File: src/rtl/control_recorrido_if.sv
// Handshake and result bundle for the MSB-first slice comparator.
// master: operand producer (drives start/abort/wordA/wordB, observes results)
// slave : control_recorrido (samples requests, drives busy/done/result flags/pasos)
interface control_recorrido_if #(
  parameter int N = 8,
  parameter int K = 4
);
  localparam int PW = $clog2(K + 1);

  logic           start;
  logic           abort;
  logic [N*K-1:0] wordA;
  logic [N*K-1:0] wordB;
  logic           busy;
  logic           done;
  logic           mayor;
  logic           menor;
  logic           igual;
  logic [PW-1:0]  pasos;

  modport master (
    output start, abort, wordA, wordB,
    input  busy, done, mayor, menor, igual, pasos
  );

  modport slave (
    input  start, abort, wordA, wordB,
    output busy, done, mayor, menor, igual, pasos
  );
endinterface

File: src/rtl/control_recorrido.sv
// control_recorrido: sequential unsigned magnitude compare of two N*K-bit
// operands, one N-bit slice per clock, most significant slice first. Stops at
// the first differing slice and reports mayor/menor/igual plus the number of
// slices examined (pasos). All outputs are registered.
// Ports:
//   clk   - rising-edge clock
//   rst_n - asynchronous active-low reset (returns to IDLE, clears outputs)
//   bus   - control_recorrido_if.slave: start/abort/wordA/wordB in,
//           busy/done/mayor/menor/igual/pasos out
module control_recorrido #(
  parameter int N = 8,
  parameter int K = 4
) (
  input  logic                clk,
  input  logic                rst_n,
  control_recorrido_if.slave  bus
);
  localparam int PW = $clog2(K + 1);
  localparam int IW = (K > 1) ? $clog2(K) : 1;

  typedef enum logic [1:0] {IDLE, SCAN, DONE} state_t;

  state_t         state_q, state_d;
  logic [IW-1:0]  idx_q, idx_d;
  logic [PW-1:0]  steps_q, steps_d;
  logic           busy_q, busy_d;
  logic           done_q, done_d;
  logic           mayor_q, mayor_d;
  logic           menor_q, menor_d;
  logic           igual_q, igual_d;
  logic [PW-1:0]  pasos_q, pasos_d;

  // Operand copies are pure data: loaded on an accepted start, never reset.
  logic [N*K-1:0] a_q, b_q;
  logic           load;
  logic [N-1:0]   slice_a, slice_b;

  assign load = (state_q == IDLE) && bus.start;

  // Slice mux built from constant part-selects to keep index arithmetic static.
  always_comb begin
    slice_a = '0;
    slice_b = '0;
    for (int i = 0; i < K; i++) begin
      if (IW'(i) == idx_q) begin
        slice_a = a_q[i*N +: N];
        slice_b = b_q[i*N +: N];
      end
    end
  end

  always_comb begin
    state_d = state_q;
    idx_d   = idx_q;
    steps_d = steps_q;
    busy_d  = busy_q;
    done_d  = 1'b0;
    mayor_d = mayor_q;
    menor_d = menor_q;
    igual_d = igual_q;
    pasos_d = pasos_q;

    case (state_q)
      IDLE: begin
        if (bus.start) begin
          state_d = SCAN;
          idx_d   = IW'(K - 1);
          steps_d = '0;
          busy_d  = 1'b1;
        end
      end
      SCAN: begin
        // Abort wins even if this slice would have finished the compare;
        // results from the previous compare are left untouched.
        if (bus.abort) begin
          state_d = IDLE;
          busy_d  = 1'b0;
        end else begin
          steps_d = steps_q + 1'b1;
          if (slice_a != slice_b) begin
            mayor_d = (slice_a > slice_b);
            menor_d = (slice_a < slice_b);
            igual_d = 1'b0;
            pasos_d = steps_q + 1'b1;
            done_d  = 1'b1;
            state_d = DONE;
          end else if (idx_q == '0) begin
            mayor_d = 1'b0;
            menor_d = 1'b0;
            igual_d = 1'b1;
            pasos_d = PW'(K);
            done_d  = 1'b1;
            state_d = DONE;
          end else begin
            idx_d = idx_q - 1'b1;
          end
        end
      end
      DONE: begin
        state_d = IDLE;
        busy_d  = 1'b0;
      end
      default: begin
        state_d = IDLE;
        busy_d  = 1'b0;
      end
    endcase
  end

  always_ff @(posedge clk or negedge rst_n) begin
    if (!rst_n) begin
      state_q <= IDLE;
      idx_q   <= '0;
      steps_q <= '0;
      busy_q  <= 1'b0;
      done_q  <= 1'b0;
      mayor_q <= 1'b0;
      menor_q <= 1'b0;
      igual_q <= 1'b0;
      pasos_q <= '0;
    end else begin
      state_q <= state_d;
      idx_q   <= idx_d;
      steps_q <= steps_d;
      busy_q  <= busy_d;
      done_q  <= done_d;
      mayor_q <= mayor_d;
      menor_q <= menor_d;
      igual_q <= igual_d;
      pasos_q <= pasos_d;
    end
  end

  always_ff @(posedge clk) begin
    if (load) begin
      a_q <= bus.wordA;
      b_q <= bus.wordB;
    end
  end

  assign bus.busy  = busy_q;
  assign bus.done  = done_q;
  assign bus.mayor = mayor_q;
  assign bus.menor = menor_q;
  assign bus.igual = igual_q;
  assign bus.pasos = pasos_q;
endmodule

File: src/flat_wrapper.sv
// flat-port wrapper written by rule: the top's interface ports become plain ports
module control_recorrido_flat 
#(
  parameter int N = 8,
  parameter int K = 4
)
  (clk, rst_n, bus_start, bus_abort, bus_wordA, bus_wordB, bus_busy, bus_done, bus_mayor, bus_menor, bus_igual, bus_pasos);
  control_recorrido_if #(.N(N), .K(K)) bus_i ();
  input  logic clk;
  input  logic rst_n;
  input wire logic [$bits(bus_i.start)-1:0] bus_start;
  input wire logic [$bits(bus_i.abort)-1:0] bus_abort;
  input wire logic [$bits(bus_i.wordA)-1:0] bus_wordA;
  input wire logic [$bits(bus_i.wordB)-1:0] bus_wordB;
  output wire logic [$bits(bus_i.busy)-1:0] bus_busy;
  output wire logic [$bits(bus_i.done)-1:0] bus_done;
  output wire logic [$bits(bus_i.mayor)-1:0] bus_mayor;
  output wire logic [$bits(bus_i.menor)-1:0] bus_menor;
  output wire logic [$bits(bus_i.igual)-1:0] bus_igual;
  output wire logic [$bits(bus_i.pasos)-1:0] bus_pasos;
  assign bus_i.start = bus_start;
  assign bus_i.abort = bus_abort;
  assign bus_i.wordA = bus_wordA;
  assign bus_i.wordB = bus_wordB;
  assign bus_busy = bus_i.busy;
  assign bus_done = bus_i.done;
  assign bus_mayor = bus_i.mayor;
  assign bus_menor = bus_i.menor;
  assign bus_igual = bus_i.igual;
  assign bus_pasos = bus_i.pasos;
  control_recorrido #(.N(N), .K(K)) u_core (.clk(clk), .rst_n(rst_n), .bus(bus_i));
endmodule
File: config.mk
export PLATFORM = sky130hd
export DESIGN_NAME = control_recorrido_flat
export DESIGN_NICKNAME = d
export VERILOG_FILES = /design/src/rtl/control_recorrido_if.sv /design/src/rtl/control_recorrido.sv /design/src/flat_wrapper.sv
export SDC_FILE = /design/constraint.sdc
export NUM_CORES = 1
export LEC_CHECK = 0
export CAP_MARGIN = 0
export CORE_MARGIN = 5
export CORE_UTILIZATION = 53
export DETAILED_ROUTE_END_ITERATION = 10
export PLACE_DENSITY = 0.93
export SYNTH_ARGS = -nofsm -noshare
export SYNTH_HDL_FRONTEND = slang
export SYNTH_SLANG_ARGS = --single-unit
File: constraint.sdc
create_clock -name clk -period 8.43 [get_ports clk]
set_input_delay 2.529 -clock clk [delete_from_list [all_inputs] [get_ports clk]]
set_output_delay 2.529 -clock clk [all_outputs]
set_load 0.02 [all_outputs]
Word level (Yosys, flattened, before mapping)
Cells that the tools add are included.
{ "totals": {"ff_bits": 79, "elab_cells": 72} }
{ "classes": {"n_addsub": 2, "order_cmp": 2, "n_eq_ne": 11, "mux": 35, "n_bitwise": 1, "n_reduce_logical": 10} }
{ "op_table": {"columns": ["operator", "n"], "rows": [
  ["8-bit 2-to-1 mux", 8],
  ["2-bit 2-to-1 mux", 8],
  ["3-bit 2-to-1 mux", 4],
  ["1-bit 2-to-1 mux", 11],
  ["2-bit inequality test, second input constant", 5],
  ["8-bit greater-than comparator", 1],
  ["8-bit < comparator", 1],
  ["8-bit inequality test", 1],
  ["2-bit one-hot mux with 2 select lines", 2],
  ["3-bit one-hot mux with 2 select lines", 1],
  ["3-bit AND reduction", 2],
  ["5-bit AND reduction", 1],
  ["2-bit equality test, first input constant", 2],
  ["2-bit logical NOT", 2],
  ["4-bit by 2-bit inequality test with 1-bit output, second input constant", 1],
  ["2-bit AND reduction", 2],
  ["2-bit nonzero test", 2],
  ["3-bit by 1-bit adder with 3-bit output, second input constant", 1],
  ["1-bit by 2-bit equality test with 1-bit output, first input constant", 1],
  ["2-bit by 1-bit equality test with 1-bit output, second input constant", 1],
  ["1-bit one-hot mux with 2 select lines", 1],
  ["2-bit by 1-bit subtractor with 2-bit output, second input constant", 1],
  ["1-bit logical AND", 1],
  ["1-bit inverter", 1]
]} }

Longest topological paths before layout
{ "logic_depth": {"ltp_word": 9, "ltp_mapped": 13, "ltp_nobuf": 11} }

Worst setup path after synthesis
No wires, ideal clock.
{ "synth_timing": {"kind": "in2reg", "start": "input port bus_start", "end": "register u_core.steps_q[1]", "setup_ps": 121, "arrival_time_ps": 4305, "required_ps": 8309, "path_slack_ps": 4003, "cell_stages": 4, "n_path_buf": 0, "path_cell_list": "nand2_1 -> inv_1 -> nor2_1 -> a22o_2"} }
{ "synth_between": {"elab_chain_cells": 2} }
{ "synth_lines": {"columns": ["item", "line", "source"], "rows": [
  ["from (decl)", "flat_wrapper.sv:11", "input wire logic [$bits(bus_i.start)-1:0] bus_start;"],
  ["2-bit inequality test (no source line)", null, null],
  ["3-bit AND reduction (no source line)", null, null],
  ["to (signal assigned)", "control_recorrido.sv:124", "steps_q <= steps_d;"],
  ["to (decl)", "control_recorrido.sv:25", "logic [PW-1:0] steps_q, steps_d;"]
]} }
Every way passes these cells.
A chain may end at the register's enable or synchronous reset.

Worst setup path in the final report
Ends and elaborated chain as after synthesis.

==> metrics.txt <==
Layout Cell Area excl Fill=~0.0043 sq mm; detailed-route via count=~2.2k; CTS tree=yes; Seq/Total Area, Yosys=69.6%; crit share post-route=47.6%; status=finished clean; P&R area growth vs syn=30.5%; Synthesized Nets=between 300 and 400; total CTS buffers=9; Post-Synth Adder-Cell Area=a little under 5%; hpwl dp=a little under 5000 um; Placement Setup Slack=about 4000 ps; Combinational Power Share=about 14%; asr flop ratio synth=around a fifth; Fin Clk Skew=7.00 ps; CP startpoint=bus_start; IO Port Bufs=75; Fin. Hold Viols=0; leakage=between 0.0015 and 0.002 uW; CP max-delay cell=buf_4; final-stage net count=~390; Synth Instances=226; multi-input logic area=about 940 sq um; Worst VDD drop=between 150 and 200 uV; Cell Chain, Critical Path=clkdlybuf4s50_1 -> nand2_1 -> inv_2 -> buf_4 -> nor2_1 -> a22o_2; post-synthesis compound-gate area fraction=~12%; die width=approximately 89 um; fill count=between 300 and 400; met3 Usage GRT=around 4.6%; Detail Route Antenna Nets=0; P_sw=roughly 210 uW; switch share=roughly a quarter; most frequent cells in the layout=clkdlybuf4s50_1, edfxtp_1, nand2_1; Die Height=between 80 and 90 um; met2 track demand over resource=about a third; sequential power share=around 55%; initial antenna violation count=0; CTS Buffer Depth=2; drt via density=approximately 5.7; Rel. slew slack=approximately a quarter; Simple-Gate Fraction of Synth Area=a little over a tenth; first-pass GRT wire length=11,100 um; Setup CP Type=in -> reg; CP Data Arrival Time=~4300 ps; largest family of logic cells by synthesized area=compound AO/OA/AOI/OAI gates; multiplexer share of the synthesized area=less than 1%; crit-path max FO=66; Resize count post-CTS=0; xor-xnor portion of the synthesized cell area=less than 1%; clk_lat worst skew=340 ps; max-cap violations=0; Cell variety after synth=39; register area=between 0.002 and 0.0025 sq mm; grt peak-use layer=met2; Placed Area=about 0.0041 sq mm; DR iter-0 viols=about 190; Min Hold Slack=between 400 and 500 ps; reg2reg end=u_core.bus.igual$_DFFE_PN0P_; HP Class=reg -> reg; row count=28; # diodes=0; worst path required time=around 8700 ps; hold endpoint=u_core.bus.pasos[0]$_DFFE_PN0P_; flops & latches, synth=between 70 and 80; Reg2Reg Depth=11; fmax=~0.25 GHz; fraction of layout cells with a size suffix above 1=around 8.7%; number of synthesized flops with an enable pin=64; RSZ-0062 raised after global routing=false; Clock Power Share=a little under a third; buffer and inverter count on the worst path=3; average footprint of a synthesized cell=~15 sq um; M1 GR Usage=a little under a quarter; largest net degree at the start of global routing=67; DRC viols=0; final setup violation count=0; clock root buffer=clkbuf_8; slew at the pin closest to its max-slew limit=~1100 ps; Initial Util=around 55%; post-layout min period=~4000 ps; H-tree levels=3; routed wire length=6740 um; P_int=664 uW; postcts setup bufs=0; Setup TNS=0 ps; total track usage=approximately a fifth; Initial DRT Pass Iterations=4; synthesized area=0.00330 sq mm; vias in the first global route=approximately 2.4k; die area=about 0.0079 sq mm; Top delay family on crit path=buffers and inverters; Worst setup EP type=register; post-layout worst setup margin=between 4000 and 5000 ps; Yosys Warn Count=0; startpoint types=primary input; Clk pin slew, worst setup/hold paths=around 70 ps; main flop type after synthesis=edfxtp_1; gr ovfl total=0; PwrDens=between 200 and 250 mW/mm^2; routability-driven placement congestion ratio=0.791; most common cell after layout, fill and taps aside=clkdlybuf4s50_1; WL/cell=~18 um; max incr delay on CP=a little over 600 ps; Final Max Tran Viols=0; cell count of the worst hold path=2; CORE AREA=about 0.0060 sq mm; # hold bufs at CTS=0; # clock sinks=79; R2R setup slack=around 4800 ps; hold path start=u_core.bus.pasos[0]$_DFFE_PN0P_; Top Ports=76; reg2reg start=u_core.idx_q[1]$_DFFE_PN0P_
[cells in the mapped netlist (all sizes together), types with 3 or more instances]
cell	number	area share [%]
edfxtp	64	58
nand2	19	2.2
nor2b	17	3.3
a221oi	15	4.0
dfrtp	15	11
ha	13	4.9
a21oi	11	1.7
o21ai	9	1.5
o31ai	9	2.2
nor3	8	1.2
nor2	7	0.80
clkbuf	6	0.68
inv	6	0.68
nand4	4	1.4
a22o	3	0.83
buf	3	0.42
[power by group through the flow]
| stage | combinational, uW | clock, uW | sequential [uW] |
|---|---|---|---|
| after floorplan | 44.9 | 0 | 497 |
| after global placement | 121 | 0 | 485 |
| after detailed placement | 126 | 0 | 487 |
| after CTS | 126 | 275 | 478 |
| after global routing | 136 | 295 | 482 |
| final | 125 | 268 | 478 |
[cell type report]
class / count / share of cell area [%]
timing repair buffer: 76 / 17.6
sequential: 79 / 53.4
multi-input combinational: 132 / 21.9
tap: 75 / 2.18
clock inverter: 6 / 1.42
clock buffer: 10 / 2.97
inverter: 6 / 0.523
[metrics by stage]
| step | total power (uW) | std cells | util, % |
|---|---|---|---|
| 2_1_floorplan | 542 | 226 | - |
| 3_3_place_gp | 606 | 368 | 68.7 |
| 3_5_place_dp | 613 | 368 | 68.7 |
| 4_1_cts | 879 | 384 | 71.8 |
| 5_1_grt | 912 | 384 | 71.8 |
| 6_report | 871 | 384 | 71.8 |
[state kept, by name, indices dropped and copies added, names as in the netlist]
| register | cells |
|---|---|
| u_core.bus.busy | 1 |
| u_core.a_q | 32 |
| u_core.state_q | 2 |
| u_core.bus.done | 1 |
| u_core.idx_q | 2 |
| u_core.bus.mayor | 1 |
| u_core.bus.menor | 1 |
| u_core.steps_q | 3 |
| u_core.b_q | 32 |
| u_core.bus.pasos | 3 |
| u_core.bus.igual | 1 |
[logic make-up (layout without fill, tap and decap cells)]
family          after synthesis  in the layout
compound gates               55             55
flops                        79             79
mux                           1              1
simple gates                 62             62
xor+xnor                      1              1
buf+inv                      15             98
fa+ha+maj                    13             13
[routing by layer]
layer / part of all wire [%] / routed length, um
met1: 40 / 2670
met2: 53 / 3540
met3: 6.6 / 446
met4: 1.1 / 76
met5: 0 / 0
[how the worst max path moves through the flow]
stage	depth (start not counted)	endpoint	slack (ps)
global placement	6	u_core.steps_q[1]$_DFFE_PN0P_	4140
detailed placement	6	u_core.steps_q[1]$_DFFE_PN0P_	4040
CTS	6	u_core.steps_q[1]$_DFFE_PN0P_	4410
global route	7	u_core.steps_q[0]$_DFFE_PN0P_	4280
finish	6	u_core.steps_q[1]$_DFFE_PN0P_	4410
floorplan	4	u_core.steps_q[1]$_DFFE_PN0P_	4000
[worst min-delay path: cells and delay by family, from the launching register on]
| kind | cells | cell delay [ps] |
|---|---|---|
| and+or+nand+nor | 1 | 50 |
| AOI/OAI and AO/OA | 1 | 60 |
| DFF | 1 | 350 |
Note: power is estimated with default switching activity, not from simulation.
